$ cat src/rtl/receiver.sv
// UART 8N1 receiver running on the system clock with an internal bit-period counter.
// Delivers each good byte as a one-cycle strobe and flags bad stop bits.
module receiver #(
    parameter int unsigned CLKS_PER_BIT = 104,
    parameter int unsigned SYNC_STAGES  = 2
) (
    input  logic       i_clk,
    input  logic       i_rst,
    input  logic       i_rx,
    output logic [7:0] o_data,
    output logic       o_valid,
    output logic       o_frame_err,
    output logic       o_busy
);

    localparam int unsigned CntW = (CLKS_PER_BIT > 1) ? $clog2(CLKS_PER_BIT) : 1;
    localparam logic [CntW-1:0] HalfMax = CntW'(CLKS_PER_BIT / 2 - 1);
    localparam logic [CntW-1:0] BitMax  = CntW'(CLKS_PER_BIT - 1);

    typedef enum logic [2:0] {
        StIdle,
        StStart,
        StData,
        StStop,
        StRecover
    } state_e;

    logic [SYNC_STAGES-1:0] sync_q;
    logic                   rx_s;

    state_e          state_q, state_d;
    logic [CntW-1:0] clk_cnt_q, clk_cnt_d;
    logic [2:0]      bit_idx_q, bit_idx_d;
    logic [7:0]      shift_q, shift_d;
    logic [7:0]      data_q, data_d;
    logic            valid_q, valid_d;
    logic            ferr_q, ferr_d;
    logic            busy_q, busy_d;

    // Preset to idle-high so reset never looks like a start bit.
    always_ff @(posedge i_clk) begin
        if (i_rst) begin
            sync_q <= '1;
        end else begin
            sync_q <= {sync_q[SYNC_STAGES-2:0], i_rx};
        end
    end

    assign rx_s = sync_q[SYNC_STAGES-1];

    always_ff @(posedge i_clk) begin
        if (i_rst) begin
            state_q   <= StIdle;
            clk_cnt_q <= '0;
            bit_idx_q <= '0;
            shift_q   <= '0;
            data_q    <= '0;
            valid_q   <= 1'b0;
            ferr_q    <= 1'b0;
            busy_q    <= 1'b0;
        end else begin
            state_q   <= state_d;
            clk_cnt_q <= clk_cnt_d;
            bit_idx_q <= bit_idx_d;
            shift_q   <= shift_d;
            data_q    <= data_d;
            valid_q   <= valid_d;
            ferr_q    <= ferr_d;
            busy_q    <= busy_d;
        end
    end

    always_comb begin
        state_d   = state_q;
        clk_cnt_d = clk_cnt_q + 1'b1;
        bit_idx_d = bit_idx_q;
        shift_d   = shift_q;
        data_d    = data_q;
        valid_d   = 1'b0;
        ferr_d    = 1'b0;

        unique case (state_q)
            StIdle: begin
                clk_cnt_d = '0;
                if (!rx_s) begin
                    state_d = StStart;
                end
            end
            StStart: begin
                if (clk_cnt_q == HalfMax) begin
                    clk_cnt_d = '0;
                    bit_idx_d = '0;
                    // A start bit that is high again at its midpoint was a glitch.
                    state_d   = rx_s ? StIdle : StData;
                end
            end
            StData: begin
                if (clk_cnt_q == BitMax) begin
                    clk_cnt_d = '0;
                    shift_d   = {rx_s, shift_q[7:1]};
                    if (bit_idx_q == 3'd7) begin
                        state_d = StStop;
                    end else begin
                        bit_idx_d = bit_idx_q + 3'd1;
                    end
                end
            end
            StStop: begin
                if (clk_cnt_q == BitMax) begin
                    clk_cnt_d = '0;
                    if (rx_s) begin
                        data_d  = shift_q;
                        valid_d = 1'b1;
                        state_d = StIdle;
                    end else begin
                        ferr_d  = 1'b1;
                        state_d = StRecover;
                    end
                end
            end
            StRecover: begin
                clk_cnt_d = '0;
                if (rx_s) begin
                    state_d = StIdle;
                end
            end
            default: begin
                clk_cnt_d = '0;
                state_d   = StIdle;
            end
        endcase

        busy_d = (state_d != StIdle);
    end

    assign o_data      = data_q;
    assign o_valid     = valid_q;
    assign o_frame_err = ferr_q;
    assign o_busy      = busy_q;

endmodule
$ cat config.mk
export PLATFORM = sky130hd
export DESIGN_NAME = receiver
export DESIGN_NICKNAME = d
export VERILOG_FILES = /design/src/rtl/receiver.sv
export SDC_FILE = /design/constraint.sdc
export NUM_CORES = 1
export LEC_CHECK = 0
export ABC_AREA = 1
export ABC_CLOCK_PERIOD_IN_PS = 1500
export CAP_MARGIN = 20
export CORE_UTILIZATION = 50
export DETAILED_ROUTE_END_ITERATION = 10
export DONT_BUFFER_PORTS = 1
export PLACE_DENSITY = 0.75
export SLEW_MARGIN = 20
export SYNTH_ARGS = -nofsm -noshare
export SYNTH_HDL_FRONTEND = slang
export SYNTH_SLANG_ARGS = --single-unit
export TNS_END_PERCENT = 10
$ cat constraint.sdc
create_clock -name i_clk -period 1.5 [get_ports i_clk]
set_input_delay 0.3 -clock i_clk [delete_from_list [all_inputs] [get_ports i_clk]]
set_output_delay 0.3 -clock i_clk [all_outputs]
set_load 0.01 [all_outputs]
=== Word-level counts from Yosys, hierarchy flattened ===
Cells that the tools add are included.

* Register bits: 34
* Input port bits: 3
* Output and inout bits: 11
* Logic and storage cells: 49

* Add/subtract/negate cells: 2
* Eq/ne operators: 10
* Muxes and demuxes: 18
* Bitwise gates (word level): 2
* Reduce and logical (&&, ||, !) cells: 8

{| class="wikitable"
|+ Operator list
! operator !! count
|-
| 3-bit two-way mux || 10
|-
| 3-bit one-hot mux with 5 select lines || 1
|-
| 7-bit two-way mux || 2
|-
| 7-bit one-hot mux with 2 select lines || 1
|-
| 7-bit by 1-bit adder with 7-bit output, second input constant || 1
|-
| 7-bit by 6-bit equality test with 1-bit output, second input constant || 1
|-
| 7-bit equality test, second input constant || 1
|-
| 3-bit by 2-bit equality test with 1-bit output, second input constant || 2
|-
| 3-bit equality test, second input constant || 2
|-
| 2-bit inequality test, second input constant || 3
|-
| 3-bit one-hot mux with 2 select lines || 1
|-
| 4-bit AND reduction || 1
|-
| 3-bit by 1-bit adder with 3-bit output, second input constant || 1
|-
| 3-bit by 1-bit equality test with 1-bit output, second input constant || 1
|-
| 3-bit zero test || 1
|-
| 3-bit AND reduction || 1
|-
| 3-bit nonzero test || 1
|-
| 3-bit OR reduction || 1
|-
| 1-bit two-way mux || 2
|-
| 2-bit two-way mux || 1
|-
| 1-bit NOT || 2
|-
| 2-bit AND reduction || 1
|-
| 2-bit nonzero test || 1
|-
| 2-bit OR reduction || 1
|}

=== Logic depth before layout (Yosys ltp) ===
Gate-level depths: netlist of the first run.

* Word-level depth: 5
* Gate-level depth with buffers: 9
* Gate-level depth less buffers: 9

=== Worst setup path before layout of the first run ===
No wires, ideal clock.

* Path kind: reg-to-reg
* From: register clk_cnt_q[0]
* To: register bit_idx_q[0]
* Library setup time: 0.115 ns
* Arrival time: 1.201 ns
* Required time: 1.385 ns
* Slack: 0.184 ns
* Cell stages (with the launch flop): 9
* Path buffers: 0
* Clock period less this slack: 1.316 ns
* Cell sequence: dfxtp_1 ha_1 nand3_2 nor2_4 nand2_4 nand2_4 nand3_1 nand2_1 nor2_1

* Cells in the longest elaborated chain, start to end: 3

{| class="wikitable"
|+ Ends and longest elaborated chain
! element !! line !! source
|-
| from (decl) || 32 || <nowiki>logic [CntW-1:0] clk_cnt_q, clk_cnt_d;</nowiki>
|-
| from (signal assigned) || 63 || <nowiki>clk_cnt_q <= clk_cnt_d;</nowiki>
|-
| 7-bit equality test or 7-bit by 6-bit equality test with 1-bit output (tied branches) || 98, 90 ||
|-
| 2-bit inequality test (no source line) || - ||
|-
| 4-bit AND reduction (no source line) (*) || - ||
|-
| to (signal assigned) || 64 || <nowiki>bit_idx_q <= bit_idx_d;</nowiki>
|-
| to (decl) || 33 || <nowiki>logic [2:0] bit_idx_q, bit_idx_d;</nowiki>
|}

Every way passes the cells marked *; elsewhere a longest branch is shown, timed or not.
A chain may end at the register's enable or synchronous reset.

=== Worst setup path in the final report of the first run ===
Ends and elaborated chain as after synthesis.

==> results of run 1 <==
[worst max-delay path: cells and delay by family, from the launching register on]
| kind | cells | cell delay, ns |
|---|---|---|
| adder cells (fa/ha/maj) | 1 | 0.16 |
| flip-flops | 1 | 0.37 |
| AO/OA/AOI/OAI | 1 | 0.23 |
| buffers and inverters | 1 | 0.04 |
| AND/OR/NAND/NOR | 5 | 0.46 |
[logic make-up after synthesis]
| group | count (synthesis) | synth area share [%] |
|---|---|---|
| compound gates | 24 | 9.36 |
| xor+xnor | 4 | 2.45 |
| fa+ha+maj | 3 | 2.62 |
| buf+inv | 22 | 6.47 |
| flops | 34 | 47.6 |
| simple gates | 97 | 31.5 |
[worst paths after layout]
path                                         startpoint                         to  slack, ns  cells after the start
worst max-delay path            clk_cnt_q[0]$_SDFF_PP0_  bit_idx_q[0]$_SDFFE_PP0P_       0.13                      8
worst min-delay path                              i_rst         o_valid$_SDFF_PP0_       0.02                      1
worst max register to register  clk_cnt_q[0]$_SDFF_PP0_  bit_idx_q[0]$_SDFFE_PP0P_       0.13                      8
worst min register to register     sync_q[0]$_SDFF_PP1_       sync_q[1]$_SDFF_PP1_       0.42                      1
[per-stage QoR]
stage,hold slack [ns],cell area [um2],util (%)
2_1_floorplan,0.372,1430,-
3_3_place_gp,0.375,1480,54.2
3_5_place_dp,0.376,1480,54.2
4_1_cts,0.0133,1560,57.0
5_1_grt,0.00621,1590,58.3
6_report,0.0203,1590,58.3
[area by class of cell]
type / count / area (um2) / area share [%]
clock inverters: 3 / 40.0 / 2.51
clock buffers: 5 / 37.5 / 2.36
repair buffers: 1 / 20.0 / 1.26
well taps: 31 / 38.8 / 2.44
multi-input cells: 128 / 688 / 43.2
inverters: 20 / 85.1 / 5.34
flip-flops and latches: 34 / 683 / 42.9
[what timing repair did]
action,4_1_cts,5_1_grt
setup endpoints to repair,1,26
hold endpoints to repair,0,0
resized for setup,0,8
pin swaps,0,2
gates cloned,0,0
[power breakdown]
| part | leakage (nW) | internal, mW | switching, mW |
|---|---|---|---|
| combinational | 0.364 | 0.0277 | 0.0397 |
| clock | 0.0450 | 0.345 | 0.303 |
| sequential | 0.276 | 0.912 | 0.00814 |
[flip-flops by register name, indices dropped and copies added, names as in the netlist]
| name | count |
|---|---|
| shift_q | 8 |
| o_frame_err | 1 |
| clk_cnt_q | 7 |
| o_data | 8 |
| o_busy | 1 |
| sync_q | 2 |
| o_valid | 1 |
| bit_idx_q | 3 |
| state_q | 3 |
[cells in the mapped netlist]
cell	instances	share of area (%)
nor2_1	48	13
dfxtp_1	34	48
nand2_1	24	6.3
inv_1	16	4.2
o21ai_0	13	4.5
nand3_1	11	3.8
a21oi_1	4	1.4
ha_1	3	2.6
o21ai_1	3	1.0
or2_2	3	1.3
a21oi_2	2	1.2
clkinv_4	2	1.2
inv_2	2	0.53
nand2_4	2	1.6
nand3_2	2	1.4
nor3_1	2	0.70
xnor2_1	2	1.2
xor2_1	2	1.2
a211oi_1	1	0.53
buf_1	1	0.26
clkbuf_1	1	0.26
nand3_4	1	1.2
nand4_1	1	0.44
nand4_2	1	0.87
nor2_2	1	0.44
nor2_4	1	0.79
o21ai_2	1	0.61
[layout by cell type, fill, tap and decap left out]
cell       count
nand3_1       10
nand3_2        3
inv_2          2
nand2_2        1
clkbuf_4       5
o21ai_0       13
o21ai_1        2
ha_4           1
a21oi_4        1
nor3_1         2
xor2_1         2
a21oi_2        1
clkinv_4       2
nand3_4        1
inv_1         16
or2_2          3
nand2_1       23
nand4_2        1
a21oi_1        4
nor2_1        48
buf_12         1
clkinv_2       2
dfxtp_1       32
dfxtp_2        2
nor2_2         1
ha_1           2
nand4_1        1
xnor2_1        2
bufinv_16      1
a211oi_1       1
o21ai_2        2
nand2_4        2
nor2_4         1
[layer usage]
| metal | track usage [%] | vias up |
|---|---|---|
| met5 | 0 | - |
| met3 | 7.73 | 5 |
| met2 | 27.7 | 18 |
| met1 | 20.8 | 508 |
| met4 | 7.50 | 0 |
| li1 | - | 598 |
==> impl_metrics.toml, run 1 <==
[timing]
final_hold_viol_count = 0
fin_crit_sh_pct = 91.6
rsz0062_at_grt = "false"
skew_ns = 0.0102
final.setup.tns_ns = 0
slew_headroom_pct = 76.8
period_needed_ns = 1.37
setup_violations = 0
slew_violations = 0
fmax_ghz = 0.728
timing.final.ws_setup_ns = 0.127
worstMarginPinSlew_ns = 0.348

[grt]
grt_pass1_vias = 1009
grt_max_degree = 17
grt_usage_pct = 17.6
antenna_found_initial = 0
gr-total-overflow = 0
grt_pass1_wl_mm = 4.17

[floorplan]
fp.dieW_um = 55.5
die-area_mm2 = 0.00308
die_h_um = 55.5
coreArea_mm2 = 0.00273
initial_utilization_pct = 52.3
ios = 14
rows = 19

[placement]
routabilityCongestion = 0.908
hpwl_mm = 1.72
preCtsSetupSlack_ns = 0.0186
port_buffers = 0
place_inst = 214

[route]
drcViolationCount = 0
routedWlPerCell_um = 11.0
wl_met2_mm = 1.14
via_per_inst = 5.09
routed.top_layer = "met4"
ant_nets = 0
wl_met3_um = 100
drt-total-wl_mm = 2.43
first_pass_iters = 4
m1WireLength_mm = 1.15
drtIter0Drc = 24
vias = 1129

[clock_tree]
clk_path_buf_depth = 2
cts_tree = "yes"
clock-root-buffer = "clkbuf_4"
post_cts_buffers = 0
cts.clk_slew.worst_paths_ns = 0.10
cts_buffers = 5
cts_sinks = 34
clk_latency_ns = 0.34
hold_buffers = 0
htree_num_levels = 2

[final_layout]
drive_above_1_share_pct = 17.3
fill_cells = 269
antennaDiodeCount = 0
nets = 196
finalNonFillerCells = 222
syn2layout_area_growth_pct = 11.4

[synth]
synth.avg_cell_area_um2 = 7.77
synth_nets = 190
yosys_warnings = 0
synth-seq-cells = 34
ys_seq_area_share_pct = 47.6
syn_area_mm2 = 0.00143
syn_inst = 184
synth_cell_types = 27

[power_and_ir_drop]
p_total_mw = 1.64
leakagePower_nw = 0.685
ir_drop_mv = 0.802
power.density_mw_per_mm2 = 1030

[worst_setup_path]
cp.required_ns = 1.74
worst_ep_arrival_time_ns = 1.62
endpoint_kind = "flop"
cp_max_fo = 6
critPathSlowestCell = "dfxtp_2"
crit_type = "reg2reg"
cp-start-kind = "flop"
crit_chain = "ha_4, inv_1, nor2_1, nand3_2, a21oi_4, nand3_1, nand2_1, nor2_1"
path_common_cell = "nor2_1"
critPathMaxStageDelay_ns = 0.37

[job]
maxCapViolations = 0

[run_status]
status = "finished clean"

[worst_hold_path]
hold_path.class = "in2reg"
Note: power is estimated with default switching activity, not from simulation.
==> inputs of run 2 (changes only) <==
--- a/config.mk
+++ b/config.mk
@@ -8,10 +8,11 @@
 export ABC_AREA = 1
 export ABC_CLOCK_PERIOD_IN_PS = 1500
 export CAP_MARGIN = 20
+export CORE_ASPECT_RATIO = 0.9
 export CORE_UTILIZATION = 50
 export DETAILED_ROUTE_END_ITERATION = 10
 export DONT_BUFFER_PORTS = 1
-export PLACE_DENSITY = 0.75
+export PLACE_DENSITY = 0.61
 export SLEW_MARGIN = 20
 export SYNTH_ARGS = -nofsm -noshare
 export SYNTH_HDL_FRONTEND = slang
==> run 2 against run 1 <==
- count of clock-buffer cells in the layout grew 2
- sequential power is essentially flat
- via count grew 2.1%
- wire length grew 6.7%
- critical path depth is the same
- flip-flop and latch count is the same
- first-iteration DRC count grew 42%
- clock power shrank 29%
- critical endpoint is now bit_idx_q[1]$_SDFFE_PP0P_
==> impl_metrics.toml, run 2 (synthesis gave the netlist of run 1 again) <==
[grt]
grt_usage_pct = 19.6
grt_pass1_vias = 1045
gr-total-overflow = 0
antenna_found_initial = 0
grt_max_degree = 17
grt_pass1_wl_mm = 4.31

[clock_tree]
htree_num_levels = 2
cts_buffers = 5
clk_path_buf_depth = 2
cts.clk_slew.worst_paths_ns = 0.09
cts_tree = "yes"
clk_latency_ns = 0.34
cts_sinks = 34
clock-root-buffer = "clkbuf_4"

[final_layout]
fill_cells = 262
final_common_cell = "nor2_1"
drive_above_1_share_pct = 18.0
nets = 200
antennaDiodeCount = 0
syn2layout_area_growth_pct = 12.8
mostFrequentLayoutCells = "nor2_1 (47), dfxtp_1 (32), nand2_1 (23), inv_1 (16), o21ai_0 (12)"
finalNonFillerCells = 234
multi_input_area_um2 = 697
fin_util_pct = 59.2
regArea_um2 = 683

[floorplan]
die_h_um = 52.7
ios = 14
initial_utilization_pct = 52.5
fp.dieW_um = 58.4
coreArea_mm2 = 0.00273
die-area_mm2 = 0.00308
rows = 18

[worst_setup_path]
worst_ep_arrival_time_ns = 1.61
path_delay_family = "simple AND/OR/NAND/NOR gates"
critPathSlowestCell = "dfxtp_2"
cp_num_buf_inv = 1
cp.required_ns = 1.74
endpoint_kind = "flop"
crit_chain = "ha_4, inv_1, nor2_2, nand3_2, a21oi_4, nand3_1, nand2_1, nor2_1"
cp_max_fo = 6
crit_type = "reg2reg"
critPathMaxStageDelay_ns = 0.36
cp-start-kind = "flop"

[route]
drcViolationCount = 0
vias = 1153
via_per_inst = 4.93
routedWlPerCell_um = 11.1
ant_nets = 0
drt-total-wl_mm = 2.60
drtIter0Drc = 34
first_pass_iters = 4

[timing]
worstMarginPinSlew_ns = 0.324
slew_violations = 0
fin_crit_sh_pct = 91.1
final.setup.tns_ns = 0
final_hold_viol_count = 0
setup_violations = 0
fmax_ghz = 0.732
period_needed_ns = 1.37
skew_ns = 0.00328
slew_headroom_pct = 78.4

[placement]
port_buffers = 0
routabilityCongestion = 0.798
hpwl_mm = 1.80
place_inst = 224

[power_and_ir_drop]
power.density_mw_per_mm2 = 901
leakagePower_nw = 0.687
ir_drop_mv = 0.512

[run_status]
status = "finished clean"

[worst_hold_path]
hold_path.class = "in2reg"

[job]
maxCapViolations = 0
[run 2: final timing paths]
check | to | cells after the start | slack (ns) | from
worst min register to register | sync_q[1]$_SDFF_PP1_ | 1 | 0.42 | sync_q[0]$_SDFF_PP1_
worst max register to register | bit_idx_q[1]$_SDFFE_PP0P_ | 8 | 0.13 | clk_cnt_q[0]$_SDFF_PP0_
worst max-delay path | bit_idx_q[1]$_SDFFE_PP0P_ | 8 | 0.13 | clk_cnt_q[0]$_SDFF_PP0_
worst min-delay path | sync_q[0]$_SDFF_PP1_ | 1 | 0.06 | i_rx
[run 2: final cells by class]
type                            count  area share [%]
Clock buffer                        7            2.79
Inverter                           20            5.28
Multi-Input combinational cell    128            43.2
Sequential cell                    34            42.4
Tap cell                           40            3.10
Timing Repair Buffer                5            3.26
[run 2: worst reg2reg max path, delay by kind of cell, from the launching register on]
family          cells  cell delay (ns)
compound gates      1             0.26
fa+ha+maj           1             0.16
flops               1             0.36
simple gates        5             0.43
buf+inv             1             0.05
[run 2: power by group]
group / internal, mW / leakage, nW / switching, mW
registers: 0.912 / 0.276 / 0.00837
clock network: 0.176 / 0.0254 / 0.285
logic: 0.0300 / 0.386 / 0.0408
total: 1.12 / 0.687 / 0.334
[run 2: what timing repair did]
action | CTS | global route
hold buffers | 0 | 1
resized for setup | 2 | 9
endpoints found under the hold margin | 0 | 2
setup endpoints to repair | 3 | 23
setup buffers | 0 | 2
pin swaps | 0 | 3
[run 2: routing by layer]
| metal | track usage (%) | routed length, um | vias to the layer above |
|---|---|---|---|
| met5 | 0 | 0 | - |
| met4 | 11.9 | 56 | 0 |
| met3 | 7.65 | 88 | 7 |
| met2 | 31.2 | 1200 | 20 |
| met1 | 22.2 | 1250 | 521 |
| li1 | - | - | 605 |
[run 2: metrics by stage]
step	instance area [um2]	hold slack, ns	setup slack [ns]	power (mW)
floorplan	1430	0.372	0.184	0.988
global placement	1500	0.375	0.0510	1.00
detailed placement	1500	0.379	0.0328	1.01
CTS	1560	0.0150	0.0107	1.46
global route	1610	0.0415	-0.00553	1.54
finish	1610	0.0562	0.134	1.45
